===== config.mk =====
export PLATFORM = sky130hd
export DESIGN_NAME = set3_fwd_conv
export DESIGN_NICKNAME = d
export VERILOG_FILES = /design/src/rtl/set3_pkg.sv /design/src/rtl/set3_eac_fold.sv /design/src/rtl/set3_fwd_conv.sv
export SDC_FILE = /design/constraint.sdc
export NUM_CORES = 1
export LEC_CHECK = 0
export CAP_MARGIN = 20
export CELL_PAD_IN_SITES_DETAIL_PLACEMENT = 0
export CELL_PAD_IN_SITES_GLOBAL_PLACEMENT = 1
export CORE_MARGIN = 2
export CORE_UTILIZATION = 39
export DETAILED_ROUTE_END_ITERATION = 16
export GPL_ROUTABILITY_DRIVEN = 0
export PLACE_DENSITY_LB_ADDON = 0.1
export SYNTH_ARGS = -nofsm -noshare
export SYNTH_HDL_FRONTEND = slang
export SYNTH_SLANG_ARGS = --single-unit

===== constraint.sdc =====
create_clock -name clk -period 5.4 [get_ports clk]
set_clock_uncertainty 0.15 [all_clocks]
set_input_delay 1.08 -clock clk [delete_from_list [all_inputs] [get_ports clk]]
set_output_delay 1.08 -clock clk [all_outputs]
set_load 0.1 [all_outputs]

===== src/rtl/set3_pkg.sv =====
// -----------------------------------------------------------------------------
// set3_pkg
// Shared constants for the {2^(n+1)-1, 2^n, 2^n-1} residue number system:
// modulus values and binary operand width as functions of the channel base
// width n, plus the chunk counts used when folding a binary operand into the
// m3 and m1 channels. Used by the forward converter, residue adder and
// reverse converter.
// -----------------------------------------------------------------------------
package set3_pkg;

    localparam int N_DEFAULT = 11;

    // Number of chunks a binary operand is split into for each folded channel.
    localparam int M3_CHUNKS = 4;
    localparam int M1_CHUNKS = 3;

    // Binary operand width; the dynamic range m1*m2*m3 always fits below 2^W.
    function automatic int set3_w(input int n);
        return 3 * n + 1;
    endfunction

    function automatic longint set3_m1(input int n);
        return (longint'(1) << (n + 1)) - 1;
    endfunction

    function automatic longint set3_m2(input int n);
        return longint'(1) << n;
    endfunction

    function automatic longint set3_m3(input int n);
        return (longint'(1) << n) - 1;
    endfunction

endpackage


===== src/rtl/set3_eac_fold.sv =====
// -----------------------------------------------------------------------------
// set3_eac_fold
// Adds a (k+1)-bit partial sum and a k-bit addend modulo 2^k-1 using
// end-around carry, and normalises the all-ones code to zero so the result is
// strictly below the modulus.
// Ports:
//   i_sum     in  k+1  partial sum including its carry bit
//   i_addend  in  k    second addend
//   o_res     out k    (i_sum + i_addend) mod (2^k - 1), normalised
// -----------------------------------------------------------------------------
module set3_eac_fold #(
    parameter int k = 4
) (
    input  logic [k:0]   i_sum,
    input  logic [k-1:0] i_addend,
    output logic [k-1:0] o_res
);

    logic [k+1:0] w_total;
    logic [k:0]   w_fold1;
    logic [k-1:0] w_fold2;

    // The raw total can carry two bits past k. The first fold brings it to at
    // most 2^k+2, so the second fold can never overflow k bits.
    assign w_total = {1'b0, i_sum} + {2'b00, i_addend};
    assign w_fold1 = {1'b0, w_total[k-1:0]} + {{(k-1){1'b0}}, w_total[k+1:k]};
    assign w_fold2 = w_fold1[k-1:0] + {{(k-1){1'b0}}, w_fold1[k]};

    // All ones is the second representation of zero in a 2^k-1 channel.
    assign o_res = (&w_fold2) ? '0 : w_fold2;

endmodule


===== src/rtl/set3_fwd_conv.sv =====
// -----------------------------------------------------------------------------
// set3_fwd_conv
// Two-stage pipelined binary-to-residue converter for the moduli set
// {2^(n+1)-1, 2^n, 2^n-1}. Accepts one operand per cycle over valid/ready and
// stalls without loss under backpressure.
// Optional feature macro: SET3_FWD_CONV_SIGNED_EN -- treat in_x as two's
// complement; the m1/m3 residues are taken from |in_x| and negated (bitwise
// complement) when the operand is negative.
// Ports:
//   clk        in  1    rising-edge clock
//   rst        in  1    synchronous active-high reset
//   in_valid   in  1    operand present
//   in_ready   out 1    converter accepts operand this cycle
//   in_x       in  W    binary operand, W = 3n+1
//   out_valid  out 1    residue triple present
//   out_ready  in  1    consumer accepts triple this cycle
//   out1       out n+1  X mod (2^(n+1)-1)
//   out2       out n    X mod 2^n
//   out3       out n    X mod (2^n-1)
// -----------------------------------------------------------------------------
module set3_fwd_conv
    import set3_pkg::*;
#(
    parameter  int n = N_DEFAULT,
    localparam int W = set3_w(n)
) (
    input  logic         clk,
    input  logic         rst,
    input  logic         in_valid,
    output logic         in_ready,
    input  logic [W-1:0] in_x,
    output logic         out_valid,
    input  logic         out_ready,
    output logic [n:0]   out1,
    output logic [n-1:0] out2,
    output logic [n-1:0] out3
);

    // Width of the top chunk of each folded channel before zero extension.
    localparam int T3W = W - (M3_CHUNKS - 1) * n;
    localparam int T1W = W - (M1_CHUNKS - 1) * (n + 1);

    logic         r_s1_valid;
    logic [n:0]   r_s3a;
    logic [n:0]   r_s3b;
    logic [n+1:0] r_s1a;
    logic [n:0]   r_d2;
    logic [n-1:0] r_m2;
    logic         r_out_valid;
    logic [n:0]   r_out1;
    logic [n-1:0] r_out2;
    logic [n-1:0] r_out3;

    logic         w_s2_load;
    logic [W-1:0] w_mag;
    logic [n-1:0] w_c0, w_c1, w_c2, w_c3;
    logic [n:0]   w_d0, w_d1, w_d2;
    logic [n-1:0] w_s3b_f;
    logic [n-1:0] w_res3;
    logic [n:0]   w_res1;
    logic [n:0]   w_out1;
    logic [n-1:0] w_out3;

    // The output register loads when empty or draining; stage 1 loads
    // whenever the stage ahead can take its contents.
    assign w_s2_load = !r_out_valid | out_ready;
    assign in_ready  = !r_s1_valid | w_s2_load;

`ifdef SET3_FWD_CONV_SIGNED_EN
    logic w_sign;
    logic r_sign;

    assign w_sign = in_x[W-1];
    assign w_mag  = w_sign ? (~in_x + {{(W-1){1'b0}}, 1'b1}) : in_x;
`else
    assign w_mag  = in_x;
`endif

    // Chunking for the two folded channels.
    assign w_c0 = w_mag[n-1:0];
    assign w_c1 = w_mag[2*n-1:n];
    assign w_c2 = w_mag[3*n-1:2*n];
    assign w_c3 = {{(n-T3W){1'b0}}, w_mag[W-1 -: T3W]};
    assign w_d0 = w_mag[n:0];
    assign w_d1 = w_mag[2*n+1:n+1];
    assign w_d2 = {{(n+1-T1W){1'b0}}, w_mag[W-1 -: T1W]};

    // c2+c3 is at most 2^n because c3 is a single bit, so one fold of its
    // carry fits in n bits before the final end-around addition.
    assign w_s3b_f = r_s3b[n-1:0] + {{(n-1){1'b0}}, r_s3b[n]};

    set3_eac_fold #(.k(n)) u_fold3 (
        .i_sum    (r_s3a),
        .i_addend (w_s3b_f),
        .o_res    (w_res3)
    );

    set3_eac_fold #(.k(n+1)) u_fold1 (
        .i_sum    (r_s1a),
        .i_addend (r_d2),
        .o_res    (w_res1)
    );

`ifdef SET3_FWD_CONV_SIGNED_EN
    // Negation modulo 2^k-1 is a bitwise complement; a zero residue stays zero.
    assign w_out1 = (r_sign && (w_res1 != '0)) ? ~w_res1 : w_res1;
    assign w_out3 = (r_sign && (w_res3 != '0)) ? ~w_res3 : w_res3;

    // Sign travels alongside the stage-1 partial sums.
    always_ff @(posedge clk) begin
        if (rst) begin
            r_sign <= 1'b0;
        end else if (in_ready && in_valid) begin
            r_sign <= w_sign;
        end
    end
`else
    assign w_out1 = w_res1;
    assign w_out3 = w_res3;
`endif

    // Stage 1 holds pairwise chunk sums with their carries; stage 2 holds the
    // final folded residues. Data only moves when the valid bit moves with it.
    always_ff @(posedge clk) begin
        if (rst) begin
            r_s1_valid  <= 1'b0;
            r_s3a       <= '0;
            r_s3b       <= '0;
            r_s1a       <= '0;
            r_d2        <= '0;
            r_m2        <= '0;
            r_out_valid <= 1'b0;
            r_out1      <= '0;
            r_out2      <= '0;
            r_out3      <= '0;
        end else begin
            if (in_ready) begin
                r_s1_valid <= in_valid;
                if (in_valid) begin
                    r_s3a <= {1'b0, w_c0} + {1'b0, w_c1};
                    r_s3b <= {1'b0, w_c2} + {1'b0, w_c3};
                    r_s1a <= {1'b0, w_d0} + {1'b0, w_d1};
                    r_d2  <= w_d2;
                    r_m2  <= in_x[n-1:0];
                end
            end
            if (w_s2_load) begin
                r_out_valid <= r_s1_valid;
                if (r_s1_valid) begin
                    r_out1 <= w_out1;
                    r_out2 <= r_m2;
                    r_out3 <= w_out3;
                end
            end
        end
    end

    assign out_valid = r_out_valid;
    assign out1      = r_out1;
    assign out2      = r_out2;
    assign out3      = r_out3;

endmodule


==> metrics.md <==
| Metric | Value |
|---|---|
| Status | finished clean |
| Post-DR vias/cell | 5.422 |
| HP Start | out3[10]$_SDFFE_PP0P_ |
| Synth Area in Adders | 12.36% |
| Max Buffers Root-to-Sink | 2 |
| Clk sinks | 94 |
| Most common cell in the netlist | nand2_1 |
| CP arrival | 5.45 ns |
| Worst-path fanout max | 5 |
| Max-Cap Viols | 0 |
| FFs w/ async S/R, synth | 0% |
| Layout fillers | 1653 |
| Share of cells above drive strength 1 | 14.86% |
| Top-area cell type share of the netlist area | 27.91% |
| Most Frequent Cell on Critical Path | nor2_1 |
| Syn. warnings | 0 |
| Chip Width | 135.5 um |
| Final hold violations | 0 |
| Final Slew Violations | 0 |
| CTS tree | yes |
| CTS Buf Count | 9 |
| Clock slew at reported path FFs | 0.06 ns |
| R2R cell count | 26 |
| H-tree Lvls | 3 |
| Post-synth EDFFs | 0 |
| Sequential-to-total area share from yosys stat | 27.91% |
| Vias in the first global route | 6174 |
| RSZ-0062 raised after global routing | yes |
| LEAKAGE | 3.408 nW |
| Synthesized area per cell | 7.776 um^2 |
| Cell Area, Synth | 0.006741 mm^2 |
| Setup TNS | 0 ns |
| Final Core Density | 50.69% |
| Dpl hpwl | 14.54 mm |
| DR DRC count | 0 |
| Row Count | 48 |
| Nature of the critical path endpoint | register |
| Period Utilization, post-route | 99.33% |
| Data required, critical path | 5.49 ns |
| Crit path buf inv count | 2 |
| R2R Path Start | r_s3b[11]$_SDFFE_PP0P_ |
| CTS Root Buffer Type | clkbuf_16 |
| Crit path depth | 26 |
| WS Path Type | reg2reg |
| WL final | 18.50 mm |
| Worst-Margin Slew | 0.9815 ns |
| Number of antenna violations at the first check in global routing | 0 |
| First-pass GRT wire length | 30.13 mm |
| Commonest cells in the netlist | nand2_1, dfxtp_1, a21oi_1 |
| Routed met2 length | 8.621 mm |
| Reg2Reg Setup Slack | 0.04 ns |
| Hold Slack | 0.2948 ns |
| Synthesized flop and latch total | 94 |
| Largest family of logic cells by synthesized area | simple AND/OR/NAND/NOR gates |
| Post-synthesis instance total | 867 |
| Hold_buf cts | 0 |
| Die Y-Extent | 135.5 um |
| Slew Limit Headroom | 34.36% |
| Post-route cell area | 0.008676 mm^2 |
| Worst stage delay on the critical path | 0.56 ns |
| I/O pin count | 74 |
| Via count | 6512 |
| Syn Nets | 968 |
| CORE AREA | 0.01712 mm^2 |
| Compound-gate portion of the synthesized area | 22.25% |
| Worst skew pair latency | 0.35 ns |
| Area contributors post-synth | dfxtp_1, ha_1, nand2_1 |
| Power density cells | 259.9 mW/mm^2 |
| Area of the die | 0.01835 mm^2 |
| Top routing layer in use | met4 |
| Peak Freq | 0.1864 GHz |
| Multiplexer share of the synthesized area | 0.2970% |
| Crit-path leading delay family | simple AND/OR/NAND/NOR gates |
| Wire length on met1 | 8.925 mm |
| Xor/xnor share of the synthesized area | 9.150% |
| DRT antenna net count | 0 |
| Unique masters post-synth | 68 |
| Grt ovf | 0 |
| Worst Hold Class | reg2reg |
| Multi-input combinational cell area | 0.004886 mm^2 |
| Post-synthesis simple-gate area fraction | 23.90% |
| Pin count of the biggest net entering global routing | 48 |
| Area growth, synth to finish | 28.69% |
| Nets | 1073 |
| Sequential Area | 0.001888 mm^2 |
| GRT Util Overall | 20.53% |
| Final setup violation count | 0 |
| # port buffers | 73 |
| Wire per inst | 15.40 um |
| Final min period | 5.364 ns |
| Met3 wire length | 628 um |
| Critical path origin | r_s3b[11]$_SDFFE_PP0P_ |
| Placed inst area | 0.007950 mm^2 |
| Top_reg_cell synth | dfxtp_1 |
| DRT iter0 DRCs | 363 |
| CP max stage cell | or4b_4 |
| R2r endpoint | out3[2]$_SDFFE_PP0P_ |
| ANT cells | 0 |
| Startpoint Class | register |
| Largest area contributor in the netlist | dfxtp_1 |
| Starting Density | 39.39% |
| Worst vdd ir | 165.9 uV |
| First-pass DRT Iterations | 5 |
| CP Capture Point | out3[2]$_SDFFE_PP0P_ |
==> where the power goes <==
group / internal, mW / switching [mW] / total [mW] / leakage (nW)
clock network: 0.429 / 0.263 / 0.692 / 0.155
logic: 0.305 / 0.479 / 0.784 / 2.48
registers: 0.742 / 0.0375 / 0.779 / 0.774
total: 1.48 / 0.780 / 2.25 / 3.41
==> through the flow <==
step | power [mW] | worst slack (ns) | instances
5_1_grt | 2.386 | -0.2987 | 1201
3_5_place_dp | 1.526 | -0.08891 | 1172
3_3_place_gp | 1.518 | 0.02647 | 1172
6_report | 2.255 | 0.03625 | 1201
4_1_cts | 2.238 | 0.001176 | 1193
2_1_floorplan | 1.309 | 0.002062 | 867
==> registers in the layout, indices dropped and copies added (netlist names) <==
register	count
out1	12
out2	11
out3	11
out_valid	1
r_d2	10
r_m2	11
r_s1_valid	1
r_s1a	13
r_s3a	12
r_s3b	12
==> layer usage <==
| metal | track usage (%) | vias to the layer above |
|---|---|---|
| met5 | 0 | - |
| met1 | 27.27 | 3071 |
| met2 | 34.18 | 117 |
| met3 | 4.078 | 23 |
| met4 | 5.324 | 0 |
| li1 | - | 3301 |
==> timing repair <==
action,in CTS,in global routing
pin swaps,12,58
endpoints found under the hold margin,0,0
endpoints found under the setup margin,21,23
gates resized for setup,14,60
gates cloned,1,1
setup buffers,5,7
==> worst min-delay path: stages (launching register included) <==
cell and delay, ns:
dfxtp_1 0.31, nand2_1 0.05, o21ai_1 0.05
==> placed cells by master (no fill, tap or decap), types with 14 or more instances in the layout <==
cell type | netlist | layout
nor2_1 | 60 | 56
xor2_1 | 20 | 20
dfxtp_1 | 94 | 89
nor3_1 | 26 | 24
o21ai_0 | 31 | 27
inv_1 | 41 | 40
clkdlybuf4s50_1 | 0 | 72
a21oi_1 | 78 | 75
ha_1 | 57 | 47
nand2_1 | 143 | 140
a211oi_1 | 17 | 14
xnor2_1 | 45 | 41
buf_4 | 0 | 51
nand3_1 | 34 | 30
==> area by class of cell <==
class                      instances  area share (%)
inverter                          41           1.774
tap                              225           3.245
clock buffer                      12           2.956
clock inverter                     3          0.7788
sequential                        94           21.76
timing repair buffer             127           13.17
multi-input combinational        699           56.32
==> worst min path at each step <==
stage                                       end  slack [ns]  cells past startpoint
after detailed placement   out3[3]$_SDFFE_PP0P_        0.29                      2
after global placement     out3[4]$_SDFFE_PP0P_        0.28                      2
final                     out3[10]$_SDFFE_PP0P_        0.29                      2
after floorplan            out2[0]$_SDFFE_PP0P_        0.28                      2
after global routing       out3[9]$_SDFFE_PP0P_        0.31                      2
after CTS                  out3[3]$_SDFFE_PP0P_        0.30                      2
==> kinds of logic after synthesis <==
family,after synthesis
adders and majority gates,63
xor gates and xnor gates,67
and+or+nand+nor,341
DFF,94
buffers and inverters,74
muxes,2
AOI/OAI and AO/OA,226
Note: power is estimated with default switching activity, not from simulation.
